**src/rtl/digi_ota_array_if.sv**
```systemverilog
// Pin-side bundle of the digital OTA array: analog-buffer inputs, controls and pad outputs.
// The block takes the slave view. The tile driver or the bench takes the master view.
interface digi_ota_array_if #(
  parameter int CHANNELS = 4,
  parameter int ACC_W    = 8,
  parameter int HOLD_W   = 4,
  parameter int MON_W    = (CHANNELS > 1) ? $clog2(CHANNELS) : 1
);
  logic                ena;
  logic [CHANNELS-1:0] vip;
  logic [CHANNELS-1:0] vin;
  logic [CHANNELS-1:0] ch_en;
  logic [3:0]          step;
  logic                leak_en;
  logic [HOLD_W-1:0]   hold_cycles;
  logic                sat_clr;
  logic [MON_W-1:0]    mon_sel;
  logic [CHANNELS-1:0] out;
  logic [CHANNELS-1:0] out_oe;
  logic [CHANNELS-1:0] active;
  logic [CHANNELS-1:0] sat;
  logic [ACC_W-1:0]    acc_mon;

  modport master (
    output ena, vip, vin, ch_en, step, leak_en, hold_cycles, sat_clr, mon_sel,
    input  out, out_oe, active, sat, acc_mon
  );

  modport slave (
    input  ena, vip, vin, ch_en, step, leak_en, hold_cycles, sat_clr, mon_sel,
    output out, out_oe, active, sat, acc_mon
  );
endinterface

```
**src/rtl/digi_ota_array.sv**
```systemverilog
// Multi-channel clocked digital OTA: each channel synchronises and majority-filters vip/vin,
// integrates the up/down decision into a saturating accumulator, and drives a sigma-delta bitstream.
module digi_ota_array #(
  parameter int CHANNELS    = 4,
  parameter int SYNC_STAGES = 2,
  parameter int FILT_DEPTH  = 3,
  parameter int ACC_W       = 8,
  parameter int HOLD_W      = 4
) (
  input logic             clk,
  input logic             rst_n,
  digi_ota_array_if.slave bus
);

  typedef enum logic [1:0] {IDLE, TRACK, HOLD} state_e;

  localparam int HIST_W = (FILT_DEPTH > 1) ? FILT_DEPTH - 1 : 1;

  // Lane 1 carries vip and lane 0 carries vin. The result is 1 when more than half of the window is 1.
  function automatic logic [1:0] majority(input logic [FILT_DEPTH-1:0][1:0] w);
    int n_p;
    int n_n;
    n_p = 0;
    n_n = 0;
    for (int i = 0; i < FILT_DEPTH; i++) begin
      n_p += int'(w[i][1]);
      n_n += int'(w[i][0]);
    end
    return {n_p > FILT_DEPTH / 2, n_n > FILT_DEPTH / 2};
  endfunction

  logic [CHANNELS*ACC_W-1:0] acc_flat;

  for (genvar c = 0; c < CHANNELS; c++) begin : g_ch
    logic [SYNC_STAGES-1:0][1:0] sync_q;
    logic [HIST_W-1:0][1:0]      hist_q;
    logic [FILT_DEPTH-1:0][1:0]  win_d;
    logic [1:0]                  filt_q;

    state_e            state_q, state_d;
    logic [ACC_W-1:0]  acc_q, acc_d;
    logic [ACC_W-1:0]  phase_q, phase_d;
    logic [HOLD_W-1:0] cnt_q, cnt_d;
    logic              out_q, out_d;
    logic              sat_q, sat_d;

    logic              up, dn;
    logic [ACC_W:0]    step_ext, sum, mod_sum;
    logic [ACC_W-1:0]  acc_u, clamp;

    // The window is the newest synchronised sample plus FILT_DEPTH-1 older ones,
    // so the filtered bit registers on the same edge the last vote arrives.
    always_comb begin
      win_d[0] = sync_q[SYNC_STAGES-1];
      for (int i = 1; i < FILT_DEPTH; i++) win_d[i] = hist_q[i-1];
    end

    // NOTE: sequential state uses non-blocking (<=) so every flop samples pre-edge values.
    always_ff @(posedge clk or negedge rst_n) begin
      if (!rst_n) begin
        sync_q <= '0;
        hist_q <= '0;
        filt_q <= '0;
      end else begin
        sync_q <= {sync_q[SYNC_STAGES-2:0], {bus.vip[c], bus.vin[c]}};
        hist_q <= win_d[HIST_W-1:0];
        filt_q <= majority(win_d);
      end
    end

    always_comb begin
      // NOTE: every comb output gets a default first so no path can infer a latch.
      state_d = state_q;
      acc_d   = acc_q;
      phase_d = phase_q;
      cnt_d   = cnt_q;
      out_d   = out_q;
      sat_d   = sat_q;

      up       = filt_q[1] & ~filt_q[0];
      dn       = ~filt_q[1] & filt_q[0];
      step_ext = {{(ACC_W-3){1'b0}}, bus.step};
      sum      = up ? ({acc_q[ACC_W-1], acc_q} + step_ext) : ({acc_q[ACC_W-1], acc_q} - step_ext);
      clamp    = sum[ACC_W] ? {1'b1, {(ACC_W-1){1'b0}}} : {1'b0, {(ACC_W-1){1'b1}}};
      acc_u    = {~acc_q[ACC_W-1], acc_q[ACC_W-2:0]};
      mod_sum  = {1'b0, phase_q} + {1'b0, acc_u};

      if (bus.ena) begin
        if (bus.sat_clr) sat_d = 1'b0;
        if (!bus.ch_en[c]) begin
          state_d = IDLE;
          acc_d   = '0;
          phase_d = '0;
          out_d   = 1'b0;
        end else begin
          if (up || dn) begin
            // A sign mismatch between the guard bit and the MSB means the step overflowed.
            if (sum[ACC_W] != sum[ACC_W-1]) begin
              acc_d = clamp;
              sat_d = 1'b1;
            end else begin
              acc_d = sum[ACC_W-1:0];
            end
          end else if (state_q == HOLD && bus.leak_en && acc_q != '0) begin
            acc_d = acc_q[ACC_W-1] ? acc_q + ACC_W'(1) : acc_q - ACC_W'(1);
          end

          unique case (state_q)
            IDLE:  if (up || dn) state_d = TRACK;
            TRACK: if (!(up || dn)) begin
              state_d = HOLD;
              cnt_d   = bus.hold_cycles;
            end
            HOLD: begin
              if (up || dn) state_d = TRACK;
              else if (cnt_q != '0) cnt_d = cnt_q - HOLD_W'(1);
              else begin
                state_d = IDLE;
                acc_d   = '0;
              end
            end
            default: state_d = IDLE;
          endcase

          if (state_d == IDLE) begin
            phase_d = '0;
            out_d   = 1'b0;
          end else begin
            phase_d = mod_sum[ACC_W-1:0];
            out_d   = mod_sum[ACC_W];
          end
        end
      end
    end

    always_ff @(posedge clk or negedge rst_n) begin
      if (!rst_n) begin
        state_q <= IDLE;
        acc_q   <= '0;
        phase_q <= '0;
        cnt_q   <= '0;
        out_q   <= 1'b0;
        sat_q   <= 1'b0;
      end else begin
        state_q <= state_d;
        acc_q   <= acc_d;
        phase_q <= phase_d;
        cnt_q   <= cnt_d;
        out_q   <= out_d;
        sat_q   <= sat_d;
      end
    end

    assign bus.out[c]    = out_q;
    assign bus.out_oe[c] = (state_q != IDLE);
    assign bus.active[c] = (state_q != IDLE);
    assign bus.sat[c]    = sat_q;
    assign acc_flat[c*ACC_W +: ACC_W] = acc_q;
  end

  always_comb begin
    bus.acc_mon = '0;
    for (int i = 0; i < CHANNELS; i++) begin
      if (int'(bus.mon_sel) == i) bus.acc_mon = acc_flat[i*ACC_W +: ACC_W];
    end
  end

endmodule

```
**src/flat_wrapper.sv**
```systemverilog
// flat-port wrapper written by rule: the top's interface ports become plain ports
module digi_ota_array_flat 
#(
  parameter int CHANNELS    = 4,
  parameter int SYNC_STAGES = 2,
  parameter int FILT_DEPTH  = 3,
  parameter int ACC_W       = 8,
  parameter int HOLD_W      = 4
)
  (clk, rst_n, bus_ena, bus_vip, bus_vin, bus_ch_en, bus_step, bus_leak_en, bus_hold_cycles, bus_sat_clr, bus_mon_sel, bus_out, bus_out_oe, bus_active, bus_sat, bus_acc_mon);
  digi_ota_array_if #(.CHANNELS(CHANNELS), .ACC_W(ACC_W), .HOLD_W(HOLD_W)) bus_i ();
  input logic clk;
  input logic rst_n;
  input wire logic [$bits(bus_i.ena)-1:0] bus_ena;
  input wire logic [$bits(bus_i.vip)-1:0] bus_vip;
  input wire logic [$bits(bus_i.vin)-1:0] bus_vin;
  input wire logic [$bits(bus_i.ch_en)-1:0] bus_ch_en;
  input wire logic [$bits(bus_i.step)-1:0] bus_step;
  input wire logic [$bits(bus_i.leak_en)-1:0] bus_leak_en;
  input wire logic [$bits(bus_i.hold_cycles)-1:0] bus_hold_cycles;
  input wire logic [$bits(bus_i.sat_clr)-1:0] bus_sat_clr;
  input wire logic [$bits(bus_i.mon_sel)-1:0] bus_mon_sel;
  output wire logic [$bits(bus_i.out)-1:0] bus_out;
  output wire logic [$bits(bus_i.out_oe)-1:0] bus_out_oe;
  output wire logic [$bits(bus_i.active)-1:0] bus_active;
  output wire logic [$bits(bus_i.sat)-1:0] bus_sat;
  output wire logic [$bits(bus_i.acc_mon)-1:0] bus_acc_mon;
  assign bus_i.ena = bus_ena;
  assign bus_i.vip = bus_vip;
  assign bus_i.vin = bus_vin;
  assign bus_i.ch_en = bus_ch_en;
  assign bus_i.step = bus_step;
  assign bus_i.leak_en = bus_leak_en;
  assign bus_i.hold_cycles = bus_hold_cycles;
  assign bus_i.sat_clr = bus_sat_clr;
  assign bus_i.mon_sel = bus_mon_sel;
  assign bus_out = bus_i.out;
  assign bus_out_oe = bus_i.out_oe;
  assign bus_active = bus_i.active;
  assign bus_sat = bus_i.sat;
  assign bus_acc_mon = bus_i.acc_mon;
  digi_ota_array #(.CHANNELS(CHANNELS), .SYNC_STAGES(SYNC_STAGES), .FILT_DEPTH(FILT_DEPTH), .ACC_W(ACC_W), .HOLD_W(HOLD_W)) u_core (.clk(clk), .rst_n(rst_n), .bus(bus_i));
endmodule
```
**config.mk**
```make
export PLATFORM = sky130hd
export DESIGN_NAME = digi_ota_array_flat
export DESIGN_NICKNAME = d
export VERILOG_FILES = /design/src/rtl/digi_ota_array_if.sv /design/src/rtl/digi_ota_array.sv /design/src/flat_wrapper.sv
export SDC_FILE = /design/constraint.sdc
export NUM_CORES = 1
export LEC_CHECK = 0
export ABC_AREA = 0
export CAP_MARGIN = 0
export CELL_PAD_IN_SITES_DETAIL_PLACEMENT = 1
export CELL_PAD_IN_SITES_GLOBAL_PLACEMENT = 1
export CORE_ASPECT_RATIO = 1.4
export CORE_MARGIN = 5
export CORE_UTILIZATION = 52
export CTS_BUF_LIST = sky130_fd_sc_hd__clkbuf_4 sky130_fd_sc_hd__clkbuf_8 sky130_fd_sc_hd__clkbuf_16
export DETAILED_ROUTE_END_ITERATION = 7
export HOLD_SLACK_MARGIN = 0.08
export PLACE_DENSITY = 0.84
export SETUP_SLACK_MARGIN = 0.2
export SLEW_MARGIN = 0
export SYNTH_ARGS = -nofsm -noshare
export SYNTH_HDL_FRONTEND = slang
export SYNTH_SLANG_ARGS = --single-unit
```
**constraint.sdc**
```tcl
create_clock -name clk -period 7.5 [get_ports clk]
set_input_delay 1.5 -clock clk [delete_from_list [all_inputs] [get_ports clk]]
set_output_delay 1.5 -clock clk [all_outputs]
set_load 0.01 [all_outputs]
```
==> impl_metrics.tcl, run 1 <==
set metrics [dict create \
    fp.dieH_um 174 \
    critPathKind "in -> reg" \
    ys_ff_latch 136 \
    worst-r2r-cell-count 13 \
    postCtsResizedCells 0 \
    p_clk_frac 0.184 \
    diodes 0 \
    ant_nets 0 \
    synth.avg_cell_area_um2 9.33 \
    dpl_cell_area_um2 10600 \
    cts_root_buffer "clkbuf_16" \
    finalSetupViolCount 0 \
    intPower_mw 2.60 \
    placed_cells_incl_taps 1334 \
    rrSetupSlack_ns 3.15 \
    yosysUniqueCellTypes 63 \
    grt_pass1_vias 9590 \
    dieArea_um2 22200 \
    netlist_instances 1073 \
    final_util 0.590 \
    cts_setup_buffers 0 \
    dr.pass1.iters 5 \
    finalCritPeriodShare 0.737 \
    fp.coreArea_um2 19100 \
    crit_path_start_kind "input port" \
    ctsHoldBuffers 0 \
    fp-row-count 60 \
    via_per_inst 6.38 \
    min_to "u_core.g_ch[2].sync_q[2]" \
    clock_latency_ns 0.43 \
    grt_overflow 0 \
    syn_area_um2 10000 \
    wl_per_cell_um 21.5 \
    fmax_ghz 0.181 \
    start_util 0.525 \
    track_usage 0.272 \
    place_hpwl_um 21400 \
    timing.rr.end "u_core.g_ch[1].acc_q[3]" \
    htreeDepth 4 \
    seq_area_um2 3400 \
    cp.required_ns 7.80 \
    syn_to_final_growth_pct 12.3 \
    grt_pass1_wl_um 48300 \
    rsz0062_at_grt "no" \
    cts_tree "done" \
    power.total_mw 4.74 \
    async_reset_ff_frac 1.00 \
    yosys_warnings 0 \
    drive_above_1_share 0.0626 \
    synth_ff_type "dfrtp_1" \
    p_leak_nw 5.14 \
    setup_tns_ns 0 \
    worst_hold_path_type "reg -> reg" \
    post-route-drc-count 0 \
    ir_worst_vdd_v 0.000174 \
    drt-initial-drc-count 516 \
    powerDensity_nw_per_um2 422 \
    dr_total_vias 8718 \
    finalMaxSlewViolations 0 \
    period_needed_ns 5.53 \
    ys_seq_area_frac 0.340 \
    multiInputGateArea_um2 6100 \
    final_net_count 1246 \
    max_cap_violations 0 \
    antenna_found_initial 0 \
    synth_area_leaders "dfrtp_1 34%, ha_1 13%, a21oi_1 4.5%" \
    hold-worst-slack_ns 0.347 \
    synth_commonest_cells "136 x dfrtp_1, 102 x ha_1, 90 x a21oi_1" \
    cts_buffers 17 \
    yosysTopAreaCellShare 0.340 \
    final-hold-violation-count 0 \
    pwr-share-comb 0.551 \
    cp-end-kind "register" \
    fin_worst_skew_ns 0.0135 \
    synth_edf_count 0 \
    drt-total-wl_um 29400 \
    swShare 0.451 \
    worst_pin_slew_ns 1.28 \
    num-fill-cells 2175 \
    r2r-start "u_core.g_ch[1].filt_q[0]" \
    fin_area_um2 11200 \
    io_buffers 50 \
    p_sw_mw 2.14 \
    critPathArrivalTime_ns 5.82 \
    relSlewSlack 0.137 \
    critPathMaxFanout 11 \
    cts.sinks 136 \
    clockBufferDepth 2 \
    die_x_um 127 \
    place_ws_ns 1.62 \
    p_seq_frac 0.264 \
    ios 51 \
    globalplace.congestion 0.866 \
    yosysTopAreaCell "dfrtp_1" \
    synth_nets 1214 \
    min_path_cells 0 \
    grt_max_degree 87 \
    min-delay-start "u_core.g_ch[2].sync_q[0]" \
    clk_pin_slew_ns 0.07 \
    outcome "completed" \
    fin_ws_ns 1.97 \
    synth.most_common_cell "dfrtp_1" \
    instances_no_fill 1366 \
]
-- kinds of logic after synthesis --
kind of cell               count (synthesis)  synth area share
DFF                                      136             0.340
muxes                                     22            0.0330
and+or+nand+nor                          242             0.114
buffers and inverters                    118            0.0511
xor gates and xnor gates                  66            0.0577
AOI/OAI and AO/OA                        365             0.242
adders and majority gates                124             0.162
-- flip-flops by register name, indices dropped and copies added (netlist names) --
signal,flops
u_core.g_ch.acc_q,32
u_core.g_ch.phase_q,32
u_core.g_ch.cnt_q,16
u_core.g_ch.hist_q,16
u_core.g_ch.sync_q,16
u_core.g_ch.filt_q,8
u_core.g_ch.state_q,8
u_core.g_ch.out_q,4
u_core.g_ch.sat_q,4
-- cell usage in the layout (no fill, tap or decap), types with 7 or more instances in the layout --
cell type and n:
o21ai_0 80, nand2_1 71, o31a_1 7, a21oi_1 90, inv_1 75, dfrtp_1 136
a31oi_1 8, fa_1 12, o21bai_1 20, nand2b_1 9, nor3_1 27, clkdlybuf4s50_1 49
o2bb2ai_1 17, ha_1 102, o31ai_1 12, nor2b_1 12, a211oi_1 7, a22oi_1 7
clkbuf_16 17, a22o_1 31, a21o_1 37, xnor2_1 44, xor2_1 22, nand3_1 25
mux4_2 8, nor2_1 67, mux2_2 8
-- how the worst max path moves through the flow --
| stage | startpoint | endpoint | slack (ns) | depth (start not counted) |
|---|---|---|---|---|
| floorplan | bus_step[2] | u_core.g_ch[0].acc_q[1] | 2.84 | 13 |
| global placement | bus_step[0] | u_core.g_ch[1].acc_q[5] | 1.74 | 14 |
| detailed placement | bus_step[0] | u_core.g_ch[1].acc_q[5] | 1.62 | 14 |
| CTS | bus_step[0] | u_core.g_ch[1].acc_q[5] | 2.01 | 14 |
| global route | bus_step[0] | u_core.g_ch[1].acc_q[5] | 1.78 | 14 |
| finish | bus_step[0] | u_core.g_ch[1].acc_q[3] | 1.97 | 14 |
-- worst max-delay path, stage by stage --
cell and delay [ns]:
clkdlybuf4s50_1 0.70, inv_1 0.09, ha_1 0.35, mux2_2 0.32, fa_1 0.45, a21o_1 0.18
a21o_1 0.21, maj3_2 0.30, a21o_1 0.21, o21ai_0 0.19, a2bb2oi_2 0.09, xnor2_1 0.80
maj3_1 0.34, o21ai_1 0.10
-- power by group through the flow --
stage          clock [mW]  combinational [mW]  sequential [mW]
2_1_floorplan           0                2.01             1.11
3_3_place_gp            0                2.42             1.24
3_5_place_dp            0                2.56             1.26
4_1_cts             0.890                2.62             1.24
5_1_grt             0.919                2.91             1.27
6_report            0.875                2.62             1.25
-- cell type report --
cell class | instances | share of cell area
clock inverter | 14 | 0.0146
timing repair buffer | 56 | 0.0486
clock buffer | 18 | 0.0391
tap | 248 | 0.0276
sequential | 136 | 0.303
inverter | 75 | 0.0250
multi-input combinational | 819 | 0.542
-- layer usage --
layer,part of all wire,global-route usage
met3,0.039,0.0504
met2,0.51,0.487
met5,0,0
met1,0.40,0.309
met4,0.044,0.123
No activity file was read; power rests on OpenSTA's default activity.
==> inputs of run 2 (changes only) <==
CORE_UTILIZATION = 48   (was 52)
PLACE_DENSITY = 0.78   (was 0.84)
clock period = 5.75 ns   (was 7.5 ns; I/O delays follow)
==> run 2 against run 1 <==
Compared with the run above:
- final cell count up 0.95%
- sequential power up 31%
- combinational power up 29%
- non-clock buffer count up 5
- largest power group unchanged
- clock skew shrank 0.0059 ns
- critical endpoint is now u_core.g_ch[0].acc_q[4]
- die area increased by 7.8%
==> impl_metrics.tcl, run 2 (synthesis gave the netlist of run 1 again) <==
set metrics [dict create \
    cp.required_ns 6.07 \
    cts.sinks 136 \
    finalCritPeriodShare 0.862 \
    crit_path_start_kind "input port" \
    p_leak_nw 5.18 \
    clockBufferDepth 2 \
    finalMaxSlewViolations 0 \
    num-fill-cells 2341 \
    place_hpwl_um 22000 \
    start_util 0.487 \
    fp-row-count 62 \
    final_net_count 1251 \
    setup_tns_ns 0 \
    rsz0062_at_grt "no" \
    critPathKind "in -> reg" \
    cp-end-kind "register" \
    top_regs "u_core.g_ch.acc_q (32), u_core.g_ch.phase_q (32)" \
    wl_per_cell_um 21.4 \
    finalSetupViolCount 0 \
    cts_root_buffer "clkbuf_16" \
    cts_buffers 17 \
    worst_pin_slew_ns 1.01 \
    layout.cells.most_common_list "136 x dfrtp_1, 102 x ha_1, 90 x a21oi_1" \
    fp.dieH_um 181 \
    critPathArrivalTime_ns 5.27 \
    htreeDepth 4 \
    max_cap_violations 0 \
    dieArea_um2 23900 \
    fmax_ghz 0.202 \
    postCtsResizedCells 0 \
    antenna_found_initial 0 \
    ios 51 \
    post-route-drc-count 0 \
    grt_overflow 0 \
    fin_worst_skew_ns 0.00755 \
    grt_pass1_vias 9256 \
    relSlewSlack 0.330 \
    final_common_cell "dfrtp_1" \
    syn_to_final_growth_pct 13.3 \
    period_needed_ns 4.96 \
    diodes 0 \
    cts_tree "done" \
    drt-total-wl_um 29500 \
    grt_pass1_wl_um 48500 \
    final-hold-violation-count 0 \
    instances_no_fill 1379 \
    clock_latency_ns 0.43 \
    critPathMaxFanout 7 \
    ir_worst_vdd_v 0.000285 \
    dr_total_vias 8496 \
    ctsHoldBuffers 0 \
    drive_above_1_share 0.0668 \
    outcome "completed" \
    final_util 0.552 \
    via_per_inst 6.16 \
    placed_cells_incl_taps 1347 \
    ant_nets 0 \
    dr.pass1.iters 4 \
    die_x_um 132 \
    cts_setup_buffers 0 \
    clk_pin_slew_ns 0.07 \
    track_usage 0.249 \
    globalplace.congestion 0.878 \
    grt_max_degree 103 \
    fp.coreArea_um2 20600 \
    io_buffers 50 \
    drt-initial-drc-count 450 \
    powerDensity_nw_per_um2 553 \
    worst_hold_path_type "reg -> reg" \
]
[run 2: cell count changes in the layout (fill, tap and decap cells not counted), sizes merged]
cell,previous run,this run
buf,7,12
clkinv,4,1
inv,81,78
clkinvlp,2,4
clkbuf,18,19
bufinv,2,5
[run 2: cell type report]
class / instances / area (µm²) / share of cell area
clock buffers: 19 / 440 / 0.0388
repair buffers: 61 / 584 / 0.0515
inverters: 75 / 282 / 0.0248
flip-flops and latches: 136 / 3400 / 0.300
well taps: 256 / 320 / 0.0282
multi-input cells: 819 / 6100 / 0.537
clock inverters: 13 / 218 / 0.0192
[run 2: critical path: stages]
cell and delay (ns):
clkdlybuf4s50_1 0.61, nor3_1 0.29, ha_1 0.31, mux2_2 0.28
ha_1 0.33, a21oi_1 0.32, a2111oi_0 0.20, or4_1 0.57
o311ai_1 0.12, xnor2_1 0.19, o32ai_1 0.51, a31oi_1 0.12
a21oi_1 0.16, o21ai_0 0.10
[run 2: where the power goes]
part | leakage [nW] | total (mW) | switching [mW] | internal, mW
clock network | 0.309 | 1.25 | 0.468 | 0.785
registers | 1.74 | 1.64 | 0.434 | 1.20
logic | 3.13 | 3.39 | 1.85 | 1.54
total | 5.18 | 6.28 | 2.75 | 3.53
[run 2: per-layer routing]
layer	routed length, µm	track usage
met5	0	0
met4	786	0.0865
met3	1010	0.0415
met2	15500	0.449
met1	12200	0.299
[run 2: metrics by stage]
step / hold slack, ns / area [µm²] / power (mW) / setup WS, ns
detailed placement: 0.336 / 10700 / 4.99 / 0.411
global route: 0.364 / 11300 / 6.76 / 0.412
global placement: 0.332 / 10700 / 4.83 / 0.525
finish: 0.350 / 11300 / 6.28 / 0.795
floorplan: 0.331 / 10000 / 4.07 / 1.44
CTS: 0.348 / 11300 / 6.30 / 0.862
[run 2: worst paths after layout]
check	startpoint	depth (start not counted)	end	slack [ns]
setup reg to reg	u_core.g_ch[1].filt_q[0]	13	u_core.g_ch[1].acc_q[6]	1.55
min in group asynchronous	rst_n	1	u_core.g_ch[1].phase_q[5]	0.77
hold reg to reg	u_core.g_ch[1].sync_q[0]	0	u_core.g_ch[1].sync_q[2]	0.35
hold / removal	u_core.g_ch[1].sync_q[0]	0	u_core.g_ch[1].sync_q[2]	0.35
max in group asynchronous	rst_n	2	u_core.g_ch[3].hist_q[0]	3.86
setup / recovery	bus_step[2]	14	u_core.g_ch[0].acc_q[4]	0.79
==> inputs of run 3 (changes only) <==
GPL_ROUTABILITY_DRIVEN = 1   (was unset)
PLACE_DENSITY = unset   (was 0.78)
PLACE_DENSITY_LB_ADDON = 0.05   (was unset)
==> run 3 against run 2 <==
Compared with the run above:
- clock skew rose by 0.00093 ns
- sequential share of layout area is 0.12 points higher
- cell area fell by 0.39%
- clock power down 7%
- power shrank 2.2%
- count of clock-buffer cells in the layout fell by 1
- sequential cell count unchanged
- critical endpoint is now u_core.g_ch[1].acc_q[5]
- largest power group unchanged
==> impl_metrics.tcl, run 3 (synthesis gave the netlist of run 1 again) <==
set metrics [dict create \
    ios 51 \
    grt-busiest-layer "met2" \
    ctsHoldBuffers 0 \
    cts_tree "done" \
    postCtsResizedCells 0 \
    cts.sinks 136 \
    place_hpwl_um 21700 \
    rrSetupSlack_ns 1.44 \
    clk_pin_slew_ns 0.06 \
    fmax_ghz 0.199 \
    clockBufferDepth 2 \
    met2_usage 0.439 \
    fin_worst_skew_ns 0.00848 \
    via_per_inst 6.08 \
    p_leak_nw 5.18 \
    htreeDepth 4 \
    startpoint "bus_step[1]" \
    num-fill-cells 2335 \
    fp-row-count 62 \
    finalSetupViolCount 0 \
    outcome "completed" \
    critPathArrivalTime_ns 5.32 \
    relSlewSlack 0.264 \
    dieArea_um2 23900 \
    grt_pass1_vias 9081 \
    fp.coreArea_um2 20600 \
    cp-end-kind "register" \
    drt-initial-drc-count 408 \
    crit_path_start_kind "input port" \
    dr.pass1.iters 4 \
    grt_pass1_wl_um 47400 \
    finalCritPeriodShare 0.872 \
    dpl_cell_area_um2 10700 \
    dr_total_vias 8378 \
    cts_root_buffer "clkbuf_16" \
    final-hold-violation-count 0 \
    grt.met3_usage 0.0392 \
    clock_latency_ns 0.44 \
    fin_area_um2 11300 \
    rsz0062_at_grt "no" \
    worst_pin_slew_ns 1.09 \
    use_met1 0.296 \
    top_regs "u_core.g_ch.acc_q (32), u_core.g_ch.phase_q (32)" \
    finalMaxSlewViolations 0 \
    cts_buffers 17 \
    globalplace.congestion 0.844 \
    powerDensity_nw_per_um2 543 \
    grt_max_degree 55 \
    post-route-drc-count 0 \
    critPathKind "in -> reg" \
    io_buffers 50 \
    drt-total-wl_um 28600 \
    cts_setup_buffers 0 \
    critPathMaxFanout 11 \
    die_x_um 132 \
    cp.required_ns 6.06 \
    fp.dieH_um 181 \
    start_util 0.487 \
    drive_above_1_share 0.0668 \
    max_cap_violations 0 \
    final_util 0.550 \
    ir_worst_vdd_v 0.000262 \
    final_common_cell "dfrtp_1" \
    worst_hold_path_type "reg -> reg" \
    min-delay-start "u_core.g_ch[0].sync_q[0]" \
    grt_overflow 0 \
    wl_per_cell_um 20.7 \
    diodes 0 \
    ant_nets 0 \
    final_net_count 1251 \
    track_usage 0.244 \
    setup_tns_ns 0 \
    period_needed_ns 5.01 \
    syn_to_final_growth_pct 12.9 \
    r2r-start "u_core.g_ch[1].filt_q[0]" \
    antenna_found_initial 0 \
    layout.cells.most_common_list "136 x dfrtp_1, 102 x ha_1, 90 x a21oi_1" \
]
==> run 3: cell types whose count changed in the layout (fill, tap and decap cells not counted), sizes merged <==
cell	previous run	this run
bufinv	5	2
clkinv	1	4
clkbuf	19	18
clkinvlp	4	0
inv	78	83
==> run 3: per-stage QoR <==
stage / total power [mW] / cells / setup slack [ns] / hold slack (ns)
after global routing: 6.65 / 1379 / 0.280 / 0.365
final: 6.14 / 1379 / 0.737 / 0.350
after CTS: 6.18 / 1379 / 0.760 / 0.354
after detailed placement: 4.97 / 1347 / 0.294 / 0.337
after global placement: 4.86 / 1347 / 0.385 / 0.332
after floorplan: 4.07 / 1073 / 1.44 / 0.331
==> run 3: path summary, 6_finish.rpt <==
path	end	depth (start not counted)
hold reg to reg	u_core.g_ch[0].sync_q[2]	0
max in group asynchronous	u_core.g_ch[2].acc_q[7]	2
setup reg to reg	u_core.g_ch[1].acc_q[5]	13
min in group asynchronous	u_core.g_ch[1].phase_q[4]	1
hold / removal	u_core.g_ch[0].sync_q[2]	0
setup / recovery	u_core.g_ch[1].acc_q[5]	14
==> run 3: final cells by class <==
cell class / count / area [µm²] / share of cell area
inverter: 75 / 282 / 0.0249
timing repair buffer: 61 / 584 / 0.0517
sequential: 136 / 3400 / 0.301
clock buffer: 18 / 439 / 0.0389
clock inverter: 14 / 175 / 0.0155
multi-input combinational: 819 / 6100 / 0.540
tap: 256 / 320 / 0.0283
==> run 3: routing by layer <==
metal / vias up / part of all wire
met5: - / 0
met4: 0 / 0.027
met3: 49 / 0.035
met2: 146 / 0.51
met1: 4192 / 0.42
li1: 3991 / -
==> run 3: report_power, final <==
| part | switching [mW] | internal [mW] | total [mW] | leakage (nW) |
|---|---|---|---|---|
| sequential | 0.428 | 1.20 | 1.63 | 1.74 |
| combinational | 1.81 | 1.53 | 3.34 | 3.13 |
| clock | 0.491 | 0.670 | 1.16 | 0.304 |
| total | 2.73 | 3.41 | 6.14 | 5.18 |
==> run 3: critical path, cell delays in order <==
cell	delay [ns]
clkdlybuf4s50_1	0.59
inv_1	0.08
ha_1	0.33
mux2_2	0.31
fa_1	0.43
a21o_1	0.17
a21o_1	0.20
maj3_2	0.31
a21o_1	0.22
o21ai_0	0.21
a2bb2oi_2	0.08
xnor2_1	0.79
maj3_2	0.37
a21oi_2	0.05
